--- config.mk ---
export PLATFORM = sky130hd
export DESIGN_NAME = timer_controller
export DESIGN_NICKNAME = d
export VERILOG_FILES = /design/src/rtl/timer_controller.sv
export SDC_FILE = /design/constraint.sdc
export NUM_CORES = 1
export LEC_CHECK = 0
export BUFFER_PORTS_ARGS = -buffer_cell sky130_fd_sc_hd__buf_2
export CAP_MARGIN = 20
export CORE_ASPECT_RATIO = 1.75
export CORE_MARGIN = 3
export CORE_UTILIZATION = 25
export DETAILED_ROUTE_END_ITERATION = 10
export GPL_TIMING_DRIVEN = 0
export PLACE_DENSITY = 0.52
export SYNTH_ARGS = -nofsm -noshare
export SYNTH_HDL_FRONTEND = slang
export SYNTH_SLANG_ARGS = --single-unit
--- constraint.sdc ---
create_clock -name clk -period 3.4 [get_ports clk]
set_input_delay 0.34 -clock clk [delete_from_list [all_inputs] [get_ports clk]]
set_output_delay 0.34 -clock clk [all_outputs]
set_load 0.05 [all_outputs]
--- src/rtl/timer_controller.sv ---
`default_nettype none
// ============================================================================
// Module   : timer_controller
// Brief    : Memory-mapped 32-bit timer with prescaler, one-shot/periodic
//            compare and level interrupt. Prescaler built only when
//            TIMER_CTRL_PRESCALER_EN is defined.
// Revision : 1.0
// ============================================================================
module timer_controller #(
    parameter int ADDR_W = 5
) (
    input  logic              clk,
    input  logic              rst_n,
    input  logic              req_valid,
    input  logic              req_we,
    input  logic [ADDR_W-1:0] req_addr,
    input  logic [31:0]       req_wdata,
    output logic              resp_valid,
    output logic [31:0]       resp_rdata,
    output logic              irq
);
    localparam int WORD_W = ADDR_W - 2;
    localparam logic [WORD_W-1:0] A_CTRL     = WORD_W'(0);
    localparam logic [WORD_W-1:0] A_PRESCALE = WORD_W'(1);
    localparam logic [WORD_W-1:0] A_COUNT    = WORD_W'(2);
    localparam logic [WORD_W-1:0] A_COMPARE  = WORD_W'(3);
    localparam logic [WORD_W-1:0] A_STATUS   = WORD_W'(4);

    typedef enum logic [1:0] {
        IDLE    = 2'd0,
        RUN     = 2'd1,
        EXPIRED = 2'd2
    } state_t;

    state_t            state;
    state_t            state_nxt;
    logic              periodic;
    logic              irq_en;
    logic              match;
    logic [31:0]       count;
    logic [31:0]       compare;
    logic [WORD_W-1:0] word;
    logic              wr;
    logic              wr_ctrl;
    logic              wr_count;
    logic              wr_compare;
    logic              wr_status;
    logic              start;
    logic              tick_due;
    logic              tick;
    logic              hit;
    logic [15:0]       prescale_rd;
    logic [31:0]       rd_data;
    logic              unused_addr_bits;

    assign word             = req_addr[ADDR_W-1:2];
    assign unused_addr_bits = ^req_addr[1:0];
    assign wr               = req_valid & req_we;
    assign wr_ctrl          = wr & (word == A_CTRL);
    assign wr_count         = wr & (word == A_COUNT);
    assign wr_compare       = wr & (word == A_COMPARE);
    assign wr_status        = wr & (word == A_STATUS);
    assign start            = wr_ctrl & req_wdata[0] & (state != RUN);

`ifdef TIMER_CTRL_PRESCALER_EN
    logic        wr_prescale;
    logic [15:0] prescale;
    logic [15:0] pcnt;

    assign wr_prescale = wr & (word == A_PRESCALE);
    assign tick_due    = (pcnt == prescale);
    assign prescale_rd = prescale;

    // pcnt compares for equality only, so a PRESCALE lowered below pcnt
    // runs pcnt through 0xFFFF and back to 0 before the next tick.
    always_ff @(posedge clk or negedge rst_n) begin
        if (!rst_n) begin
            prescale <= 16'd0;
            pcnt     <= 16'd0;
        end else begin
            if (wr_prescale) prescale <= req_wdata[15:0];
            if (start || wr_count) pcnt <= 16'd0;
            else if (state == RUN) pcnt <= tick_due ? 16'd0 : pcnt + 16'd1;
        end
    end
`else
    assign tick_due    = 1'b1;
    assign prescale_rd = 16'd0;
`endif

    // A software COUNT write in the same cycle suppresses the tick entirely.
    assign tick = (state == RUN) & tick_due & ~wr_count;
    assign hit  = tick & (count == compare);
    assign irq  = match & irq_en;

    always_ff @(posedge clk or negedge rst_n) begin
        if (!rst_n) state <= IDLE;
        else        state <= state_nxt;
    end

    always_comb begin
        state_nxt = state;
        if (wr_ctrl) begin
            if (!req_wdata[0])     state_nxt = IDLE;
            else if (state != RUN) state_nxt = RUN;
        end else if (hit && !periodic) begin
            state_nxt = EXPIRED;
        end
    end

    always_ff @(posedge clk or negedge rst_n) begin
        if (!rst_n) begin
            periodic <= 1'b0;
            irq_en   <= 1'b0;
            count    <= 32'd0;
            compare  <= 32'd0;
            match    <= 1'b0;
        end else begin
            if (wr_ctrl) begin
                periodic <= req_wdata[1];
                irq_en   <= req_wdata[2];
            end
            if (wr_compare) compare <= req_wdata;
            if (wr_count) begin
                count <= req_wdata;
            end else if (tick) begin
                if (!hit)          count <= count + 32'd1;
                else if (periodic) count <= 32'd0;
            end
            // Hardware set has priority over a software clear.
            if (hit)                            match <= 1'b1;
            else if (wr_status && req_wdata[0]) match <= 1'b0;
        end
    end

    always_comb begin
        rd_data = 32'd0;
        case (word)
            A_CTRL:     rd_data = {29'd0, irq_en, periodic, (state == RUN)};
            A_PRESCALE: rd_data = {16'd0, prescale_rd};
            A_COUNT:    rd_data = count;
            A_COMPARE:  rd_data = compare;
            A_STATUS:   rd_data = {31'd0, match};
            default:    rd_data = 32'd0;
        endcase
    end

    always_ff @(posedge clk or negedge rst_n) begin
        if (!rst_n) begin
            resp_valid <= 1'b0;
            resp_rdata <= 32'd0;
        end else begin
            resp_valid <= req_valid;
            resp_rdata <= (req_valid && !req_we) ? rd_data : 32'd0;
        end
    end
endmodule
`default_nettype wire
* Word level (Yosys, flattened, before mapping)
Cells that the tools add are included.
** Word-level totals
- Word-level logic and storage cells :: 49
- Bits in latches :: 0
- RAM bits :: 0
- Input bits :: 41
- Output and inout bits :: 34
- Memories kept :: 0
- Bits in registers :: 102
- ROM bits :: 0
** Cells by class
- $lt $le $gt $ge :: 0
- Bitwise logic cells :: 9
- Divide/modulo/power cells :: 0
- Multipliers :: 0
- $add $sub $neg :: 1
- Shifts and indexed selects :: 0
- Mux-type cells :: 12
- Equality and inequality tests :: 8
- Reduce and logical (&&, ||, !) cells :: 11
** Operators with widths (number)
- 2-to-1 mux 32 bit :: 5
- case mux 32 bit (4 select lines) :: 1
- adder 32 x 1 -> 32 bit, second input constant :: 1
- equality test 32 bit :: 1
- bitwise AND 1 bit :: 8
- 2-to-1 mux 2 bit :: 4
- equality test 3 x 2 -> 1 bit, second input constant :: 2
- nonzero test 2 bit :: 3
- AND reduction 2 bit :: 2
- equality test 3 bit, second input constant :: 1
- logical AND 1 bit :: 3
- logical NOT 3 bit :: 1
- inequality test 3 x 2 -> 1 bit, second input constant :: 1
- inequality test 3 bit, second input constant :: 1
- equality test 2 x 1 -> 1 bit, second input constant :: 1
- logical NOT 1 bit :: 2
- 2-to-1 mux 1 bit :: 2
- inequality test 2 x 1 -> 1 bit, second input constant :: 1
- NOT 1 bit :: 1

* Longest topological paths before layout
Gate-level depths: netlist (run 1).
- Depth after elaboration :: 8
- Mapped depth :: 10
- Depth with buffers taken out :: 8

* Worst setup path before layout (run 1)
OpenSTA, ideal clock, no wires.
- Path type :: flip-flop to flip-flop
- Start point :: reg count[16]
- End point :: reg count[1]
- Period minus slack after synthesis :: 2.498 ns
- Setup slack :: 0.902 ns
- Arrival :: 2.370 ns
- Library setup time :: 0.128 ns
- Buffers on the path :: 1
- Data required time :: 3.272 ns
- Stages on the path, launching flop included :: 9
- Cell sequence :: dfrtp_1 -> buf_6 -> xor2_1 -> or4_1 -> or4_1 -> nor4_2 -> nand2b_1 -> nand2_1 -> mux2_1
** On the way
- Cells in the longest elaborated chain, start to end :: 5
- Elaborated cells on any way between the ends :: 7
- Classes of those cells :: 2 x eq/ne; 3 x mux; 1 x bitwise; 1 x reduce/logical
** RTL lines
- from (decl) :: line 40 : logic [31:0] count;
- from (signal assigned) :: line 125 : count <= req_wdata;
- from (signal assigned) :: line 127 : if (!hit) count <= count + 32'd1;
- equality test 32 bit (*) :: line 93 : assign hit = tick & (count == compare);
- bitwise AND 1 bit (*) :: line 93
- 2-to-1 mux 32 bit :: line 127
- 2-to-1 mux 32 bit :: line 126 : end else if (tick) begin
- 2-to-1 mux 32 bit :: line 124 : if (wr_count) begin
Mark *: on every way between the ends. The rest lies on a longest branch, timed or not. The select of a mux whose other input is x is not followed.
A chain may end at the register's enable or synchronous reset.

* Worst setup path after layout (run 1)
- Start point :: reg count[25]
- End point :: reg count[1]
The elaborated chain is that of the path after synthesis.

==> results of run 1 <==
-- flip-flops by register name (all words and copies together), names as in the netlist --
| register | count |
|---|---|
| irq_en | 1 |
| state | 2 |
| compare | 32 |
| count | 32 |
| periodic | 1 |
| resp_rdata | 32 |
| match | 1 |
| resp_valid | 1 |
-- kinds of logic (layout without fill, tap and decap cells) --
group / count (synthesis) / in the layout / share of synthesized area, %
AND/OR/NAND/NOR: 194 / 194 / 18.4
AO/OA/AOI/OAI: 117 / 117 / 16.1
flip-flops: 102 / 102 / 46.9
buffers and inverters: 66 / 151 / 5.36
multiplexers: 37 / 37 / 7.62
XOR/XNOR: 33 / 33 / 5.32
adder cells (fa/ha/maj): 1 / 1 / 0.230
-- power by group --
group | leakage, nW | internal, mW | total, mW | switching [mW]
clock network | 0.146 | 0.641 | 1.11 | 0.466
registers | 1.28 | 1.43 | 1.70 | 0.270
logic | 1.30 | 0.427 | 1.04 | 0.610
total | 2.72 | 2.50 | 3.84 | 1.35
-- timing repair --
item | 4_1_cts | 5_1_grt
hold endpoints to repair | 0 | 0
hold buffers | 0 | 0
setup endpoints to repair | 0 | 6
resized for setup | 0 | 4
-- layout by cell type (no fill, tap or decap), drive strengths merged, types with 3 or more instances in the layout --
cell / count
a21oi: 9
a221o: 3
a22oi: 30
a31o: 4
a31oi: 24
and2: 10
and3: 10
and4: 4
buf: 89
clkbuf: 34
dfrtp: 102
inv: 24
mux2: 35
nand2: 49
nand3: 20
nand4: 15
nor2: 40
nor2b: 4
nor3: 8
nor4: 12
o211ai: 13
o21ai: 17
o41a: 8
or2: 3
or4: 11
xnor2: 17
xor2: 16
-- metal layers --
| metal | share of wire [%] | global-route usage [%] | up-vias |
|---|---|---|---|
| met5 | 0 | 0 | - |
| met4 | 5.7 | 9.56 | 0 |
| met3 | 3.5 | 2.14 | 43 |
| met2 | 54 | 29.4 | 128 |
| met1 | 37 | 16.7 | 2239 |
| li1 | - | - | 2163 |
-- cell usage after synthesis (all sizes together) (2+ instances only) --
| master | instances | area, sq um |
|---|---|---|
| clkbuf | 23 | 86.3 |
| nor2b | 4 | 25.0 |
| inv | 24 | 90.1 |
| and3 | 10 | 62.6 |
| o21ai | 17 | 85.1 |
| o41a | 8 | 90.1 |
| o211ai | 13 | 138 |
| a22oi | 30 | 225 |
| nand3 | 20 | 100 |
| or3 | 2 | 12.5 |
| or4 | 11 | 82.6 |
| xor2 | 16 | 140 |
| nand2b | 2 | 12.5 |
| a21oi | 9 | 48.8 |
| buf | 19 | 115 |
| a31o | 4 | 35.0 |
| or2 | 3 | 18.8 |
| mux2i | 2 | 20.0 |
| a31oi | 24 | 150 |
| and2 | 10 | 62.6 |
| dfrtp | 102 | 2550 |
| mux2 | 35 | 394 |
| nand2 | 49 | 184 |
| nor4 | 12 | 81.3 |
| and4 | 4 | 35.0 |
| nor3b | 2 | 15.0 |
| a211o | 2 | 17.5 |
| o41ai | 2 | 17.5 |
| nor3 | 8 | 45.0 |
| a221o | 3 | 30.0 |
| nor2 | 40 | 150 |
| nand4 | 15 | 93.8 |
| xnor2 | 17 | 149 |
-- through the flow --
step	area (sq um)	std cells
4_1_cts	6480	923
3_3_place_gp	6140	907
2_1_floorplan	5440	550
5_1_grt	6480	923
6_report	6480	923
3_5_place_dp	6170	908
-- worst max-delay path, delay by kind of cell, from the launching register on --
kind | cells | cell delay (ns)
AO/OA/AOI/OAI | 1 | 0.11
XOR/XNOR | 1 | 0.26
buffers and inverters | 1 | 0.40
flip-flops | 1 | 0.44
multiplexers | 1 | 0.31
AND/OR/NAND/NOR | 4 | 1.55
-- worst max-delay path by stage --
stage                           end  cells after the start
2_1_floorplan  count[1]$_DFFE_PN0P_                      8
3_3_place_gp   count[7]$_DFFE_PN0P_                      8
3_5_place_dp   count[1]$_DFFE_PN0P_                      8
5_1_grt        count[1]$_DFFE_PN0P_                      8
4_1_cts        count[1]$_DFFE_PN0P_                      8
6_report       count[1]$_DFFE_PN0P_                      8
-- final cells by class --
cell class | instances | area, sq um | area share, %
Buffer | 42 | 204 | 3.15
Clock buffer | 11 | 233 | 3.59
Clock inverter | 4 | 72.6 | 1.12
Inverter | 24 | 90.1 | 1.39
Multi-Input combinational cell | 382 | 2590 | 40.0
Sequential cell | 102 | 2550 | 39.4
Tap cell | 288 | 360 | 5.56
Timing Repair Buffer | 70 | 375 | 5.79
==> results_dict.tcl, run 1 <==
set metrics [dict create \
    status "complete, but fails checks" \
    violations "hold timing" \
    finalHoldViolations 2 \
    rrSetupSlack_ns 0.22 \
    slowest_delay_ns 0.55 \
    synth_cell_types 49 \
    setup_viol 0 \
    tightest_slew_ns 0.924 \
    clockBufferDepth 2 \
    ys_ff_latch 102 \
    first_global_vias 4739 \
    post_cts_buffers 0 \
    end_kind "flip-flop" \
    r2r-end "count[1]$_DFFE_PN0P_" \
    setup_tns_ns 0 \
    final.min_clock_period_ns 3.18 \
    drive_gt1_share_pct 21.9 \
    ys_async_sr_fraction_pct 100 \
    finalPower_mw 3.84 \
    drtAntennaViolNets 0 \
    grtUsageTotal_pct 15.8 \
    crit_type "flip-flop to flip-flop" \
    synth_edf_count 0 \
    nets 673 \
    cp.required_ns 3.64 \
    cellPowerDensity_mw_per_mm2 593 \
    ys_seq_area_share_pct 46.9 \
    reg2reg_from "count[25]$_DFFE_PN0P_" \
    grt_pass1_wl_microns 28500 \
    gp_congestion 0.930 \
    drt-initial-drc-count 246 \
    diodes 0 \
    rsz0062_at_grt "no" \
    p_leak_nw 2.72 \
    dieArea_sq_mm 0.0236 \
    slew_headroom_pct 37.9 \
    die_h_microns 201 \
    root_buffer "clkbuf_16" \
    critPathLaunch "count[25]$_DFFE_PN0P_" \
    fin_crit_sh_pct 93.6 \
    setup_slack_ns 0.219 \
    peakVddDrop_mv 0.226 \
    wl_microns 18500 \
    area_growth_pct 19.2 \
    drt_first_pass_iters 7 \
    grt_antenna_before_repair 0 \
    path_cells "xor2_1 -> nor4_1 -> nand3_1 -> or2_1 -> nor3_2 -> clkbuf_2 -> o21ai_1 -> mux2_1" \
    fp.dieW_microns 117 \
    io_buffers 69 \
    clk_pin_slew_ns 0.07 \
    num_rows 70 \
    fmax_ghz 0.314 \
    yosys_warnings 0 \
    hpwlAfterDp_microns 14200 \
    arrival_ns 3.42 \
    start_util_pct 25.8 \
    crit_path_max_fanout 10 \
    ctsHtreeMaxLevel 3 \
    vias 4573 \
    synth_flop_cell "dfrtp_1" \
    grt_max_degree 58 \
    skew_ns 0.0120 \
    pin_count 75 \
    maxCapViolCount 0 \
    place_ws_ns 0.0133 \
    drv_slew 0 \
    hp-class "input pin to async pin" \
    routed_via_density 4.95 \
    timing.hold.ws_ns -0.00406 \
    clock_latency_ns 0.36 \
    synth_fp_nets 592 \
    synth_area_sq_mm 0.00544 \
    n_fill_cell 2229 \
    cp-start-kind "flip-flop" \
    design.core.area_sq_mm 0.0211 \
    route.detailed.drc 0 \
    cts_sinks 102 \
    slowest_stage "nor3_2" \
    fin_util_pct 30.7 \
    synthCells 550 \
    cts_tree "yes" \
    synth_area_per_cell_sq_um 9.89 \
    overflow 0 \
    wire_per_inst_microns 20.1 \
    numCtsBuffers 9 \
    r2r_cells 8 \
]
Power figures use the tool's default switching activity.
==> run 2: changes to the inputs <==
--- a/config.mk
+++ b/config.mk
@@ -9,10 +9,11 @@
 export CAP_MARGIN = 20
 export CORE_ASPECT_RATIO = 1.75
 export CORE_MARGIN = 3
-export CORE_UTILIZATION = 25
+export CORE_UTILIZATION = 55
 export DETAILED_ROUTE_END_ITERATION = 10
 export GPL_TIMING_DRIVEN = 0
-export PLACE_DENSITY = 0.52
+export HOLD_SLACK_MARGIN = 0.05
+export PLACE_DENSITY = 0.88
 export SYNTH_ARGS = -nofsm -noshare
 export SYNTH_HDL_FRONTEND = slang
 export SYNTH_SLANG_ARGS = --single-unit
==> run 2 against run 1 <==
  * The run now ends clean
  * Highest routed layer unchanged
  * Flip-flop and latch count is the same
  * Clock power is essentially flat
  * Count of clock-buffer cells in the layout is the same
  * Critical path depth grew 1
  * Maximum frequency grew 0.77%
  * Critical endpoint is now count[6]$_DFFE_PN0P_
  * Wire length shrank 11%
  * Clock skew shrank 0.0054 ns
==> results_dict.tcl, run 2 (synthesis gave the netlist of run 1 again) <==
set metrics [dict create \
    finalHoldViolations 0 \
    wl_microns 16500 \
    cts_tree "yes" \
    crit_path_max_fanout 10 \
    first_global_vias 4878 \
    hpwlAfterDp_microns 12200 \
    peakVddDrop_mv 0.464 \
    post_cts_buffers 0 \
    place_area_sq_mm 0.00597 \
    pin_count 75 \
    arrival_ns 3.38 \
    route.detailed.drc 0 \
    timing.hold.ws_ns 0.163 \
    crit_type "flip-flop to flip-flop" \
    cts_sinks 102 \
    tightest_slew_ns 0.939 \
    drive_gt1_share_pct 22.0 \
    clk_pin_slew_ns 0.07 \
    overflow 0 \
    cp.required_ns 3.62 \
    numCtsBuffers 9 \
    nets 674 \
    final_common_cell "dfrtp_1" \
    cp-start-kind "flip-flop" \
    grtUsageTotal_pct 30.8 \
    ctsHtreeMaxLevel 3 \
    dieArea_sq_mm 0.0112 \
    gp_congestion 0.964 \
    fin_crit_sh_pct 92.8 \
    cellPowerDensity_mw_per_mm2 607 \
    drtAntennaViolNets 0 \
    fmax_ghz 0.317 \
    fin_cells 759 \
    die_h_microns 138 \
    design.core.area_sq_mm 0.00953 \
    end_kind "flip-flop" \
    drv_slew 0 \
    drt-initial-drc-count 447 \
    clockBufferDepth 2 \
    final.min_clock_period_ns 3.16 \
    slew_headroom_pct 36.9 \
    final_cell_area_sq_mm 0.00630 \
    fp.dieW_microns 81.2 \
    routed_via_density 6.41 \
    root_buffer "clkbuf_16" \
    dp_cells 742 \
    rsz0062_at_grt "no" \
    vias 4867 \
    clock_latency_ns 0.35 \
    area_growth_pct 15.9 \
    diodes 0 \
    hp-class "input pin to flip-flop" \
    wire_per_inst_microns 21.7 \
    largest_registers "compare x32, count x32, resp_rdata x32" \
    status "completed" \
    skew_ns 0.00659 \
    n_fill_cell 796 \
    grt_antenna_before_repair 0 \
    layout_common_cells "102 x dfrtp_1, 79 x buf_2, 49 x nand2_1, 40 x nor2_1, 30 x a22oi_1" \
    seq_area_sq_mm 0.00255 \
    io_buffers 69 \
    grt_max_degree 53 \
    grt_pass1_wl_microns 25300 \
    multi_input_area_sq_mm 0.00260 \
    drt_first_pass_iters 6 \
    setup_tns_ns 0 \
    maxCapViolCount 0 \
    num_rows 47 \
    p_leak_nw 2.74 \
    start_util_pct 57.1 \
    setup_viol 0 \
]
==> run 2: cell types whose count changed in the layout (fill, tap and decap cells not counted), sizes merged <==
cell | before | now
dlygate4sd3 | 0 | 1
clkinvlp | 1 | 2
==> run 2: layout make-up <==
class	count	share of cell area, %
clock buffer	11	3.69
multi-input combinational	382	41.3
tap	122	2.42
clock inverter	5	1.33
inverter	24	1.43
timing repair buffer	71	6.12
buffer	42	3.24
sequential	102	40.5
==> run 2: worst paths after layout <==
| kind | startpoint | endpoint | slack [ns] | cells past startpoint |
|---|---|---|---|---|
| max | count[25]$_DFFE_PN0P_ | count[6]$_DFFE_PN0P_ | 0.24 | 9 |
| min | req_valid | resp_valid$_DFF_PN0_ | 0.16 | 1 |
| max reg2reg | count[25]$_DFFE_PN0P_ | count[6]$_DFFE_PN0P_ | 0.24 | 9 |
| min reg2reg | irq_en$_DFFE_PN0N_ | irq_en$_DFFE_PN0N_ | 0.53 | 1 |
| max in group asynchronous | rst_n | resp_valid$_DFF_PN0_ | 2.14 | 3 |
| min in group asynchronous | rst_n | compare[30]$_DFFE_PN0P_ | 0.56 | 2 |
==> run 2: layer usage <==
layer  wire length (microns)  global-route usage (%)
met1                    5870                    34.2
met2                    8530                    53.1
met3                    1030                    4.84
met4                    1040                    21.1
met5                       0                       0
==> run 2: report_power, final <==
group	switching [mW]	leakage (nW)	total, mW	internal [mW]
Clock	0.445	0.146	1.09	0.647
Combinational	0.591	1.31	1.02	0.428
Sequential	0.281	1.28	1.71	1.43
==> run 2: worst max-delay path, stage by stage, from the launching register on <==
cell and delay, ns:
dfrtp_1 0.43, xor2_1 0.25, nor4_1 0.54, nand3_1 0.22, or2_1 0.31, or3_1 0.37
buf_2 0.20, buf_1 0.34, a22oi_1 0.26, o211ai_1 0.11
==> run 2: per-stage QoR <==
step           power, mW  util (%)  setup WS [ns]
6_report            3.82      66.1          0.243
5_1_grt             3.99      66.1          0.131
4_1_cts             3.81      66.0         0.0455
3_5_place_dp        2.72      62.6         0.0695
3_3_place_gp        2.67      62.3          0.108
2_1_floorplan       2.35         -          0.902
==> run 2: repair_timing <==
| action | in CTS | in global routing |
|---|---|---|
| endpoints found under the setup margin | 0 | 18 |
| endpoints found under the hold margin | 15 | 0 |
| resized for setup | 0 | 5 |
| hold buffers | 1 | 0 |
